`src/rtl/uart_pkg.sv`:
```
// uart_pkg: shared parity/state enums and baud divisor helper for the UART transmitter
package uart_pkg;
  typedef enum logic [1:0] {PAR_NONE, PAR_EVEN, PAR_ODD} parity_e;
  typedef enum logic [2:0] {ST_IDLE, ST_START, ST_DATA, ST_PARITY, ST_STOP} tx_state_e;
  function automatic int clks_per_bit(input int clk_hz, input int baud);
    return clk_hz / baud;
  endfunction
endpackage

```
`src/rtl/uart_tx_drain_if.sv`:
```
// uart_tx_drain_if: FIFO read port between the sync FIFO and its serial drain
interface uart_tx_drain_if #(parameter int DATA_WIDTH = 8);
  logic                  empty;
  logic [DATA_WIDTH-1:0] rd_data;
  logic                  rd_en;
  modport master (input empty, input rd_data, output rd_en);
  modport slave (output empty, output rd_data, input rd_en);
endinterface

```
`src/rtl/uart_baud_gen.sv`:
```
// uart_baud_gen: counts CLKS_PER_BIT cycles per bit and pulses bit_done on the last one
module uart_baud_gen #(
  parameter int CLKS_PER_BIT = 4
) (
  input  logic clk,
  input  logic rst,
  input  logic restart,
  input  logic run,
  output logic bit_done
);
  localparam int W = $clog2(CLKS_PER_BIT);
  localparam logic [W-1:0] LAST = W'(CLKS_PER_BIT - 1);
  logic [W-1:0] cnt;
  assign bit_done = run && cnt == LAST;
  always_ff @(posedge clk or posedge rst)
    if (rst) cnt <= '0;
    else if (restart || bit_done) cnt <= '0;
    else if (run) cnt <= cnt + 1'b1;
endmodule

```
`src/rtl/uart_tx_drain.sv`:
```
// uart_tx_drain: pops words from a sync FIFO and serialises them as back-to-back UART frames
module uart_tx_drain
  import uart_pkg::*;
#(
  parameter int      CLK_FREQ_HZ = 100_000_000,
  parameter int      BAUD_RATE   = 115_200,
  parameter int      DATA_WIDTH  = 8,
  parameter int      DATA_BITS   = 8,
  parameter parity_e PARITY      = PAR_NONE,
  parameter int      STOP_BITS   = 1
) (
  input  logic             clk,
  input  logic             rst,
  input  logic             en,
  uart_tx_drain_if.master  fifo,
  output logic             tx,
  output logic             busy
);
  localparam int CPB = clks_per_bit(CLK_FREQ_HZ, BAUD_RATE);
  localparam int IW  = $clog2(DATA_BITS + 1);
  generate
    if (CPB < 2 || DATA_BITS < 5 || DATA_BITS > 9 || DATA_BITS > DATA_WIDTH ||
        (STOP_BITS != 1 && STOP_BITS != 2)) begin : g_bad_params
      $fatal(1, "uart_tx_drain: illegal parameter combination");
    end
  endgenerate
  tx_state_e            state, state_n;
  logic [DATA_BITS-1:0] sh, sh_n, word;
  logic [IW-1:0]        idx, idx_n;
  logic                 par, par_n, tx_n, pop, bit_done, last_stop;
  assign word      = fifo.rd_data[DATA_BITS-1:0];
  assign last_stop = state == ST_STOP && bit_done && idx == IW'(STOP_BITS - 1);
  // pops happen only from idle or on the very last stop cycle, giving gapless frames
  assign pop       = !rst && en && !fifo.empty && (state == ST_IDLE || last_stop);
  uart_baud_gen #(.CLKS_PER_BIT(CPB)) u_baud (
    .clk      (clk),
    .rst      (rst),
    .restart  (pop),
    .run      (state != ST_IDLE),
    .bit_done (bit_done)
  );
  always_ff @(posedge clk or posedge rst)
    if (rst) begin
      state <= ST_IDLE;
      sh    <= '0;
      idx   <= '0;
      par   <= 1'b0;
      tx    <= 1'b1;
      busy  <= 1'b0;
    end else begin
      state <= state_n;
      sh    <= sh_n;
      idx   <= idx_n;
      par   <= par_n;
      tx    <= tx_n;
      busy  <= state_n != ST_IDLE;
    end
  always_comb begin
    state_n = state;
    sh_n    = sh;
    idx_n   = idx;
    par_n   = par;
    if (pop) begin
      state_n = ST_START;
      sh_n    = word;
      idx_n   = '0;
      par_n   = PARITY == PAR_ODD ? ~^word : ^word;
    end else if (bit_done) begin
      case (state)
        ST_START:  state_n = ST_DATA;
        ST_DATA: begin
          sh_n    = sh >> 1;
          idx_n   = idx == IW'(DATA_BITS - 1) ? '0 : idx + 1'b1;
          state_n = idx != IW'(DATA_BITS - 1) ? ST_DATA : PARITY == PAR_NONE ? ST_STOP : ST_PARITY;
        end
        ST_PARITY: state_n = ST_STOP;
        ST_STOP: begin
          idx_n   = last_stop ? '0 : idx + 1'b1;
          state_n = last_stop ? ST_IDLE : ST_STOP;
        end
        default:   state_n = ST_IDLE;
      endcase
    end
  end
  // tx is registered from the next-state view so line and state change on the same edge
  always_comb begin
    fifo.rd_en = pop;
    tx_n = state_n == ST_START  ? 1'b0 :
           state_n == ST_DATA   ? sh_n[0] :
           state_n == ST_PARITY ? par_n : 1'b1;
  end
endmodule
```
`src/flat_wrapper.sv`:
```
// flat-port wrapper written by rule: the top's interface ports become plain ports
module uart_tx_drain_flat import uart_pkg::*;
#(
  parameter int      CLK_FREQ_HZ = 100_000_000,
  parameter int      BAUD_RATE   = 115_200,
  parameter int      DATA_WIDTH  = 8,
  parameter int      DATA_BITS   = 8,
  parameter parity_e PARITY      = PAR_NONE,
  parameter int      STOP_BITS   = 1
)
  (clk, rst, en, tx, busy, fifo_empty, fifo_rd_data, fifo_rd_en);
  uart_tx_drain_if #(.DATA_WIDTH(DATA_WIDTH)) fifo_i ();
  input  logic clk;
  input  logic rst;
  input  logic en;
  output logic tx;
  output logic busy;
  input wire logic [$bits(fifo_i.empty)-1:0] fifo_empty;
  input wire logic [$bits(fifo_i.rd_data)-1:0] fifo_rd_data;
  output wire logic [$bits(fifo_i.rd_en)-1:0] fifo_rd_en;
  assign fifo_i.empty = fifo_empty;
  assign fifo_i.rd_data = fifo_rd_data;
  assign fifo_rd_en = fifo_i.rd_en;
  uart_tx_drain #(.CLK_FREQ_HZ(CLK_FREQ_HZ), .BAUD_RATE(BAUD_RATE), .DATA_WIDTH(DATA_WIDTH), .DATA_BITS(DATA_BITS), .PARITY(PARITY), .STOP_BITS(STOP_BITS)) u_core (.clk(clk), .rst(rst), .en(en), .fifo(fifo_i), .tx(tx), .busy(busy));
endmodule
```
`config.mk`:
```
export PLATFORM = sky130hd
export DESIGN_NAME = uart_tx_drain_flat
export DESIGN_NICKNAME = d
export VERILOG_FILES = /design/src/rtl/uart_pkg.sv /design/src/rtl/uart_tx_drain_if.sv /design/src/rtl/uart_baud_gen.sv /design/src/rtl/uart_tx_drain.sv /design/src/flat_wrapper.sv
export SDC_FILE = /design/constraint.sdc
export NUM_CORES = 1
export LEC_CHECK = 0
export BUFFER_PORTS_ARGS = -buffer_cell sky130_fd_sc_hd__buf_2
export CAP_MARGIN = 15
export CORE_MARGIN = 3
export CORE_UTILIZATION = 60
export DETAILED_ROUTE_END_ITERATION = 6
export HOLD_SLACK_MARGIN = 0.12
export PLACE_DENSITY = 0.88
export SETUP_SLACK_MARGIN = 0.15
export SLEW_MARGIN = 10
export SYNTH_ARGS = -nofsm -noshare
export SYNTH_HDL_FRONTEND = slang
export SYNTH_SLANG_ARGS = --single-unit
```
`constraint.sdc`:
```
create_clock -name clk -period 3.6 [get_ports clk]
set_clock_uncertainty 0.1 [all_clocks]
set_input_delay 0.36 -clock clk [delete_from_list [all_inputs] [get_ports clk]]
set_output_delay 0.36 -clock clk [all_outputs]
set_load 0.05 [all_outputs]
```
==> flow_metrics.py, run 1 <==
metrics = {
    "status": {
        "status": "finished, final reports clean",
    },
    "floorplanning": {
        "initial_core_util_pct": 64.5,
        "io_pins": 15,
        "core_um2": 2520,
        "dieArea_um2": 3370,
        "row_count": 18,
        "dieWidth_um": 58.1,
        "die_h_um": 58.1,
    },
    "clock_tree": {
        "cts_resized": 0,
        "cts_setup_buffers": 0,
        "cts_htree_levels": 1,
        "root_buffer": "clkbuf_4",
        "cts_buffer_depth": 2,
        "clock-sinks": 28,
        "cts_tree": "yes",
        "clkSlewWorstSetupHoldPaths_ps": 150,
        "cts_buffers": 3,
        "hold_buffers": 0,
        "clock_latency_ps": 330,
    },
    "routing": {
        "firstDrtPassIters": 4,
        "wl_per_cell_um": 14.8,
        "routed_wl_um": 3090,
        "drc_errors": 0,
        "vias_per_cell": 6.24,
        "detail-route-antenna-nets": 0,
        "dr_total_vias": 1297,
        "drtIter0Drc": 59,
    },
    "final_layout": {
        "final_cells": 208,
        "final_util_pct": 69.1,
        "nFillCells": 199,
        "multi_input_area_um2": 852,
        "nets": 194,
        "area_growth_pct": 7.23,
        "drive_above_1_share_pct": 16.3,
        "insertedDiodeCount": 0,
        "seqCellArea_um2": 702,
        "final_cell_area_um2": 1740,
    },
    "yosys": {
        "synth_seq_cells": 28,
        "yosys_warnings": 0,
        "synth_nets": 182,
        "ys_seq_area_share_pct": 43.2,
        "async_reset_ff_share_pct": 100,
        "synthFlopType": "dfrtp_1",
        "synth-adder-area-share_pct": 2.31,
        "postSynthCellCount": 167,
        "yosys.area_share.simple_pct": 23.6,
        "synth.area.mux_share_pct": 1.23,
        "yosys.cell_types.count": 44,
        "synth_edf_count": 0,
        "synth_area_leader_cell": "dfrtp_1",
        "synth_most_common_cell": "dfrtp_1",
        "syn_avg_cell_area_um2": 9.74,
        "synth_common_cells": "dfrtp_1, nor2_1, nand2_1",
        "synthXorXnorAreaFrac_pct": 8.62,
        "synth_top_area_share_pct": 41.5,
        "synth_top_family_by_area": "simple AND/OR/NAND/NOR gates",
        "synth_compound_area_share_pct": 16.6,
        "netlist_area_um2": 1630,
        "synth_area_leaders": "dfrtp_1, xnor2_1, a21o_1, nor2_1, xor2_1",
    },
    "pwr": {
        "clkPwrFrac_pct": 18.6,
        "power_frac_seq_pct": 51.4,
        "sw_frac_of_total_pct": 35.6,
        "combPwrFrac_pct": 29.9,
        "p_leak_uw": 0.000795,
        "p_switching_uw": 391,
        "power_density_nw_per_um2": 630,
        "p_int_uw": 707,
        "ir_drop_mv": 0.522,
    },
    "run": {
        "cap_violations": 0,
    },
    "timing": {
        "max_freq_mhz": 402,
        "tightest_slew_ps": 1000,
        "setup_violations": 0,
        "hold_viol_final": 0,
        "maxSlewViolCount": 0,
        "setup_slack_ps": 1110,
        "rsz0062_at_grt": "false",
        "setup-tns-final_ps": 0,
        "fin_crit_sh_pct": 69.2,
        "slew_headroom_pct": 33.0,
        "min_period_ps": 2490,
    },
    "worst_hold_path": {
        "hp-class": "in -> async",
    },
    "global_route": {
        "grt_max_degree": 29,
        "grt_pass1_wl_um": 5440,
        "grt_util_all_layers_pct": 20.9,
        "gr-total-overflow": 0,
        "grt_pass1_vias": 1237,
        "antenna_found_initial": 0,
    },
    "placed_design": {
        "gp_congestion": 0.834,
        "hpwl_um": 2300,
        "dp_slack_ps": 1390,
        "placedCellCount": 204,
        "dpl-instance-area_um2": 1690,
        "port_buffers": 14,
    },
    "critical_path": {
        "required_ps": 3140,
        "criticalPathCategory": "reg -> out",
        "cp_max_fo": 5,
        "start_kind": "register",
        "cp-end-kind": "output pin",
        "arrival_ps": 2030,
    },
}
## worst paths after layout
path	from	to	slack [ps]	cells past startpoint
worst max-delay path	u_core.idx[0]	fifo_rd_en	1110	6
worst min-delay path	rst	u_core.u_baud.cnt[8]	160	2
worst max register to register	u_core.idx[0]	u_core.sh[5]	1320	8
worst min register to register	u_core.sh[6]	u_core.sh[6]	400	1
max in group asynchronous	rst	u_core.sh[1]	2640	2
min in group clk	fifo_rd_data[7]	u_core.sh[7]	160	3
## cell families after synthesis
family                   Yosys count
XOR/XNOR                          16
flip-flops                        28
multiplexers                       2
adder cells (fa/ha/maj)            3
AND/OR/NAND/NOR                   65
AO/OA/AOI/OAI                     39
buffers and inverters             14
## final cells by class
type,count,share of cell area (%)
clock buffer,3,1.29
inverter,6,1.29
clock inverter,1,1.72
sequential,28,40.2
timing repair buffer,15,4.45
multi-input combinational,125,48.9
tap,30,2.15
## critical path, cell delays in order (launching register included)
cell	delay [ps]
dfrtp_1	460
inv_1	90
ha_1	140
nor3b_1	310
nand4_1	150
a21oi_1	250
buf_2	300
## cell usage in the layout (no fill, tap or decap), types with 6 or more instances in the layout
| cell type | count |
|---|---|
| a21oi_1 | 7 |
| nor2_1 | 18 |
| xnor2_1 | 9 |
| dfrtp_1 | 27 |
| inv_1 | 6 |
| nand4_1 | 6 |
| a22o_1 | 6 |
| xor2_1 | 7 |
| o21ai_0 | 8 |
| a21o_1 | 9 |
| nand3_1 | 6 |
| nand2_1 | 11 |
| buf_2 | 14 |
## registers in the layout, indices dropped and copies added (netlist names)
register           count
u_core.tx              1
u_core.state           3
u_core.sh              8
u_core.idx             4
u_core.u_baud.cnt     10
u_core.busy            1
u_core.par             1
## stage by stage
step / hold WS (ps) / power, uW
after floorplan: 325 / 813
after global placement: 366 / 871
after detailed placement: 368 / 895
after CTS: 144 / 1100
after global routing: 160 / 1180
final: 155 / 1100
## power groups by stage
| stage | Clock, uW | Sequential [uW] | Combinational (uW) |
|---|---|---|---|
| detailed placement | 0 | 567 | 328 |
| finish | 204 | 565 | 329 |
| global placement | 0 | 561 | 310 |
| floorplan | 0 | 554 | 259 |
| CTS | 211 | 563 | 329 |
| global route | 224 | 584 | 374 |
## layer usage
layer	wire length [um]	share of wire, %	GRT usage (%)
met5	0	0	0
met4	34	1.1	2.98
met3	239	7.7	4.68
met2	1530	49	37.9
met1	1290	42	25.8
Power figures use the tool's default switching activity.
==> run 2, diff against run 1 <==
Settings changed: CORE_UTILIZATION 60 to 52, PLACE_DENSITY 0.88 to 0.82.
Clock period 3.6 ns to 2.1 ns, I/O delays scaled along.
==> flow_metrics.py, run 2 (synthesis gave the netlist of run 1 again) <==
metrics = {
    "pwr": {
        "sw_frac_of_total_pct": 38.9,
        "clkPwrFrac_pct": 13.6,
        "p_int_uw": 1250,
        "power_density_nw_per_um2": 960,
        "power_frac_seq_pct": 47.4,
        "combPwrFrac_pct": 39.0,
        "p_switching_uw": 794,
        "ir_drop_mv": 0.541,
        "power.total_uw": 2040,
        "p_leak_uw": 0.000950,
    },
    "critical_path": {
        "crit_chain": "inv_2, ha_4, nor3b_4, nand4_1, a21oi_2, buf_6",
        "cpMaxStageDelayCell": "dfrtp_1",
        "ff2ff_path_depth": 9,
        "arrival_ps": 1800,
        "cpPeakStageDelay_ps": 440,
        "cp-end-kind": "output pin",
        "criticalPathCategory": "reg -> out",
        "start_kind": "register",
        "cp_max_fo": 3,
        "required_ps": 1790,
    },
    "timing": {
        "rsz0062_at_grt": "true",
        "setup_slack_ps": -13.2,
        "max_freq_mhz": 473,
        "fin_crit_sh_pct": 101,
        "setup-tns-final_ps": -13.2,
        "maxSlewViolCount": 0,
        "setup_violations": 1,
        "min_period_ps": 2110,
        "hold_viol_final": 0,
        "tightest_slew_ps": 464,
        "slew_headroom_pct": 69.0,
    },
    "global_route": {
        "gr-total-overflow": 0,
        "use_met2_pct": 35.9,
        "gr-usage-met1_pct": 27.2,
        "grt_util_all_layers_pct": 21.5,
        "grt_busiest_layer": "met2",
        "antenna_found_initial": 0,
        "grt_pass1_wl_um": 6100,
        "grt_pass1_vias": 1360,
        "use_met3_pct": 3.51,
        "grt_max_degree": 21,
    },
    "worst_hold_path": {
        "hold_path_depth": 5,
        "hp-class": "in -> reg",
    },
    "status": {
        "violations": "setup timing",
        "status": "finished with violations",
    },
    "clock_tree": {
        "cts_htree_levels": 1,
        "cts_buffers": 3,
        "cts_buffer_depth": 2,
        "clock-sinks": 28,
        "clkSlewWorstSetupHoldPaths_ps": 160,
        "clock_latency_ps": 340,
        "root_buffer": "clkbuf_4",
        "cts_tree": "yes",
    },
    "final_layout": {
        "final_util_pct": 73.9,
        "multi_input_area_um2": 913,
        "area_growth_pct": 30.6,
        "insertedDiodeCount": 0,
        "largest_reg_flops": 10,
        "final_cells": 250,
        "seqCellArea_um2": 707,
        "max_flop_register": "u_core.u_baud.cnt",
        "drive_above_1_share_pct": 30.8,
        "layout_commonest_cell": "dfrtp_1",
        "layout_common_cells": "dfrtp_1, nor2_1, buf_4",
        "reg_top3": "u_core.u_baud.cnt x10, u_core.sh x8, u_core.idx x4",
        "nets": 224,
        "nFillCells": 179,
    },
    "floorplanning": {
        "initial_core_util_pct": 56.5,
        "dieArea_um2": 3840,
        "row_count": 19,
        "core_um2": 2880,
        "dieWidth_um": 61.9,
        "die_h_um": 61.9,
        "io_pins": 15,
    },
    "run": {
        "cap_violations": 0,
    },
    "routing": {
        "dr_total_vias": 1480,
        "firstDrtPassIters": 4,
        "wl_per_cell_um": 17.5,
        "routed_wl_um": 4380,
        "detail-route-antenna-nets": 0,
        "drc_errors": 0,
        "drtIter0Drc": 98,
        "vias_per_cell": 5.92,
    },
    "placed_design": {
        "gp_congestion": 0.808,
        "port_buffers": 14,
        "hpwl_um": 2440,
        "dp_slack_ps": 47.4,
        "placedCellCount": 221,
    },
}
## run 2: changes by cell type in the layout (fill, tap and decap cells not counted), moves of 3 or more
cell / before / now
buf_4: 1 / 16
dlygate4sd3_1: 0 / 10
dfrtp_1: 27 / 23
dfrtp_2: 0 / 4
o21ai_0: 8 / 5
o21ai_1: 0 / 3
## run 2: power groups by stage
stage	sequential (uW)	combinational (uW)	clock, uW
finish	968	795	277
global route	1000	870	292
CTS	937	687	270
detailed placement	959	602	0
global placement	947	574	0
floorplan	952	445	0
## run 2: repair_timing
action | CTS | global route
gates cloned | 0 | 3
endpoints found under the hold margin | 36 | 0
setup endpoints to repair | 13 | 18
hold buffers | 10 | 0
pin swaps | 2 | 4
gates resized for setup | 6 | 21
setup buffers | 5 | 7
## run 2: per-stage QoR
step	hold WS (ps)	instance area (um2)
CTS	220	1940
global route	304	2120
global placement	75.4	1750
floorplan	175	1630
finish	220	2120
detailed placement	88.8	1750
## run 2: worst max-delay path, delay by kind of cell (launching register included)
| family | cells | cell delay [ps] |
|---|---|---|
| AOI/OAI and AO/OA | 1 | 230 |
| DFF | 1 | 440 |
| adders and majority gates | 1 | 110 |
| buffers and inverters | 2 | 280 |
| and+or+nand+nor | 2 | 380 |
## run 2: final timing paths
kind | start | endpoint | slack, ps
worst max-delay path | u_core.idx[1] | fifo_rd_en | -10
worst min-delay path | fifo_empty | u_core.u_baud.cnt[0] | 220
worst max register to register | u_core.idx[1] | u_core.sh[5] | 20
worst min register to register | u_core.sh[2] | u_core.sh[2] | 400
max in group asynchronous | rst | u_core.tx | 1000
min in group asynchronous | rst | u_core.u_baud.cnt[9] | 270
## run 2: per-layer routing
layer | vias to the layer above | share of wire (%)
met5 | - | 0
met4 | 0 | 2.5
met3 | 12 | 6.9
met2 | 82 | 49
met1 | 712 | 41
li1 | 674 | -
## run 2: final cells by class
cell class | instances | area share [%]
clock buffers | 4 | 1.71
inverters | 6 | 1.06
multi-input cells | 125 | 43.0
flip-flops and latches | 28 | 33.3
well taps | 42 | 2.47
repair buffers | 45 | 18.5
==> run 3, diff against run 2 <==
Settings changed: CORE_UTILIZATION 52 to 60, GPL_TIMING_DRIVEN from default to 0, PLACE_DENSITY 0.82 to 0.88.
Clock period 2.1 ns to 2.6 ns, I/O delays scaled along.
==> flow_metrics.py, run 3 (synthesis gave the netlist of run 1 again) <==
metrics = {
    "global_route": {
        "grt_pass1_vias": 1324,
        "grt_pass1_wl_um": 5830,
        "gr-total-overflow": 0,
        "grt_max_degree": 29,
        "grt_util_all_layers_pct": 22.4,
        "antenna_found_initial": 0,
    },
    "pwr": {
        "p_leak_uw": 0.000879,
        "combPwrFrac_pct": 35.1,
        "ir_drop_mv": 0.633,
        "clkPwrFrac_pct": 14.2,
        "sw_frac_of_total_pct": 38.0,
        "power_frac_seq_pct": 50.7,
        "p_int_uw": 950,
        "p_switching_uw": 583,
        "power_density_nw_per_um2": 800,
    },
    "final_layout": {
        "layout_common_cells": "dfrtp_1, nor2_1, buf_2",
        "insertedDiodeCount": 0,
        "max_flop_register": "u_core.u_baud.cnt",
        "area_growth_pct": 17.8,
        "largest_reg_flops": 10,
        "final_cells": 227,
        "nets": 213,
        "drive_above_1_share_pct": 23.4,
        "layout_commonest_cell": "dfrtp_1",
        "reg_top3": "u_core.u_baud.cnt x10, u_core.sh x8, u_core.idx x4",
    },
    "floorplanning": {
        "io_pins": 15,
        "row_count": 18,
        "core_um2": 2520,
        "initial_core_util_pct": 64.5,
        "die_h_um": 58.1,
        "dieWidth_um": 58.1,
        "dieArea_um2": 3370,
    },
    "placed_design": {
        "gp_congestion": 0.868,
        "hpwl_um": 2320,
        "dp_slack_ps": 55.5,
        "placedCellCount": 211,
        "port_buffers": 14,
    },
    "routing": {
        "drc_errors": 0,
        "drtIter0Drc": 78,
        "vias_per_cell": 5.99,
        "wl_per_cell_um": 15.7,
        "firstDrtPassIters": 4,
        "detail-route-antenna-nets": 0,
        "routed_wl_um": 3570,
        "dr_total_vias": 1359,
    },
    "critical_path": {
        "cp-end-kind": "output pin",
        "arrival_ps": 2010,
        "r2r_start": "u_core.u_baud.cnt[3]",
        "required_ps": 2240,
        "start_kind": "register",
        "criticalPathCategory": "reg -> out",
        "cp_max_fo": 10,
        "crit_start": "u_core.u_baud.cnt[7]",
    },
    "timing": {
        "max_freq_mhz": 422,
        "maxSlewViolCount": 0,
        "fin_crit_sh_pct": 91.0,
        "setup-tns-final_ps": 0,
        "hold_viol_final": 0,
        "rsz0062_at_grt": "false",
        "slew_headroom_pct": 62.3,
        "min_period_ps": 2370,
        "setup_violations": 0,
        "setup_slack_ps": 233,
        "tightest_slew_ps": 561,
    },
    "clock_tree": {
        "cts_buffer_depth": 2,
        "cts_htree_levels": 1,
        "root_buffer": "clkbuf_4",
        "clock-sinks": 28,
        "clkSlewWorstSetupHoldPaths_ps": 150,
        "cts_buffers": 3,
        "clock_latency_ps": 350,
        "cts_tree": "yes",
    },
    "worst_hold_path": {
        "hp-class": "in -> reg",
        "worstHoldStart": "fifo_rd_data[2]",
    },
    "status": {
        "status": "finished, final reports clean",
    },
    "run": {
        "cap_violations": 0,
    },
}
run 3: cell types whose count changed in the layout (fill, tap and decap cells not counted), moves of 3 or more:
cell	change
buf_4	-8
dfrtp_1	+3
dfrtp_2	-3
dlygate4sd3_1	-7
o21ai_0	+3
o21ai_1	-3
run 3: worst max-delay path, cell delays in order (launching register included):
cell and delay (ps):
dfrtp_1 450, and4b_1 380, nand4_1 190, a21oi_4 220
buf_6 140, buf_6 140, buf_6 160
run 3: cell type report:
class / count / area [um2]
tap: 30 / 37.5
buffer: 8 / 57.6
fill: 179 / 607
timing repair buffer: 26 / 181
inverter: 6 / 22.5
clock buffer: 4 / 36.3
multi-input combinational: 125 / 877
sequential: 28 / 703
run 3: routing by layer:
metal / wire (um) / part of all wire [%] / GRT usage, %
met1: 1600 / 45 / 28.2
met2: 1760 / 49 / 38.4
met3: 138 / 3.9 / 3.12
met4: 70 / 2.0 / 9.60
met5: 0 / 0 / 0
run 3: what timing repair did:
action,in CTS,in global routing
endpoints found under the setup margin,1,2
endpoints found under the hold margin,29,0
gates resized for setup,8,4
setup buffers,3,5
hold buffers,3,0
pin swaps,2,2
run 3: metrics by stage:
stage               power [uW]  cell area [um2]  util [%]  hold slack [ps]
finish                    1530             1920      75.9              132
global route              1630             1920      75.9              134
CTS                       1500             1860      73.6              124
detailed placement        1250             1730      68.8              371
global placement          1220             1730      68.8              369
floorplan                 1130             1630         -              225
run 3: final timing paths:
| check | endpoint | slack [ps] | cells after the start |
|---|---|---|---|
| max | fifo_rd_en | 230 | 6 |
| min in group asynchronous | u_core.state[1] | 380 | 3 |
| min | u_core.sh[2] | 130 | 3 |
| min reg2reg | u_core.sh[5] | 400 | 1 |
| max reg2reg | u_core.sh[4] | 310 | 6 |
| max in group asynchronous | u_core.u_baud.cnt[3] | 1510 | 4 |
run 3: power by group through the flow:
stage | combinational, uW | clock, uW | sequential (uW)
finish | 538 | 218 | 777
global route | 598 | 237 | 794
CTS | 512 | 223 | 770
detailed placement | 474 | 0 | 773
global placement | 454 | 0 | 762
floorplan | 359 | 0 | 767
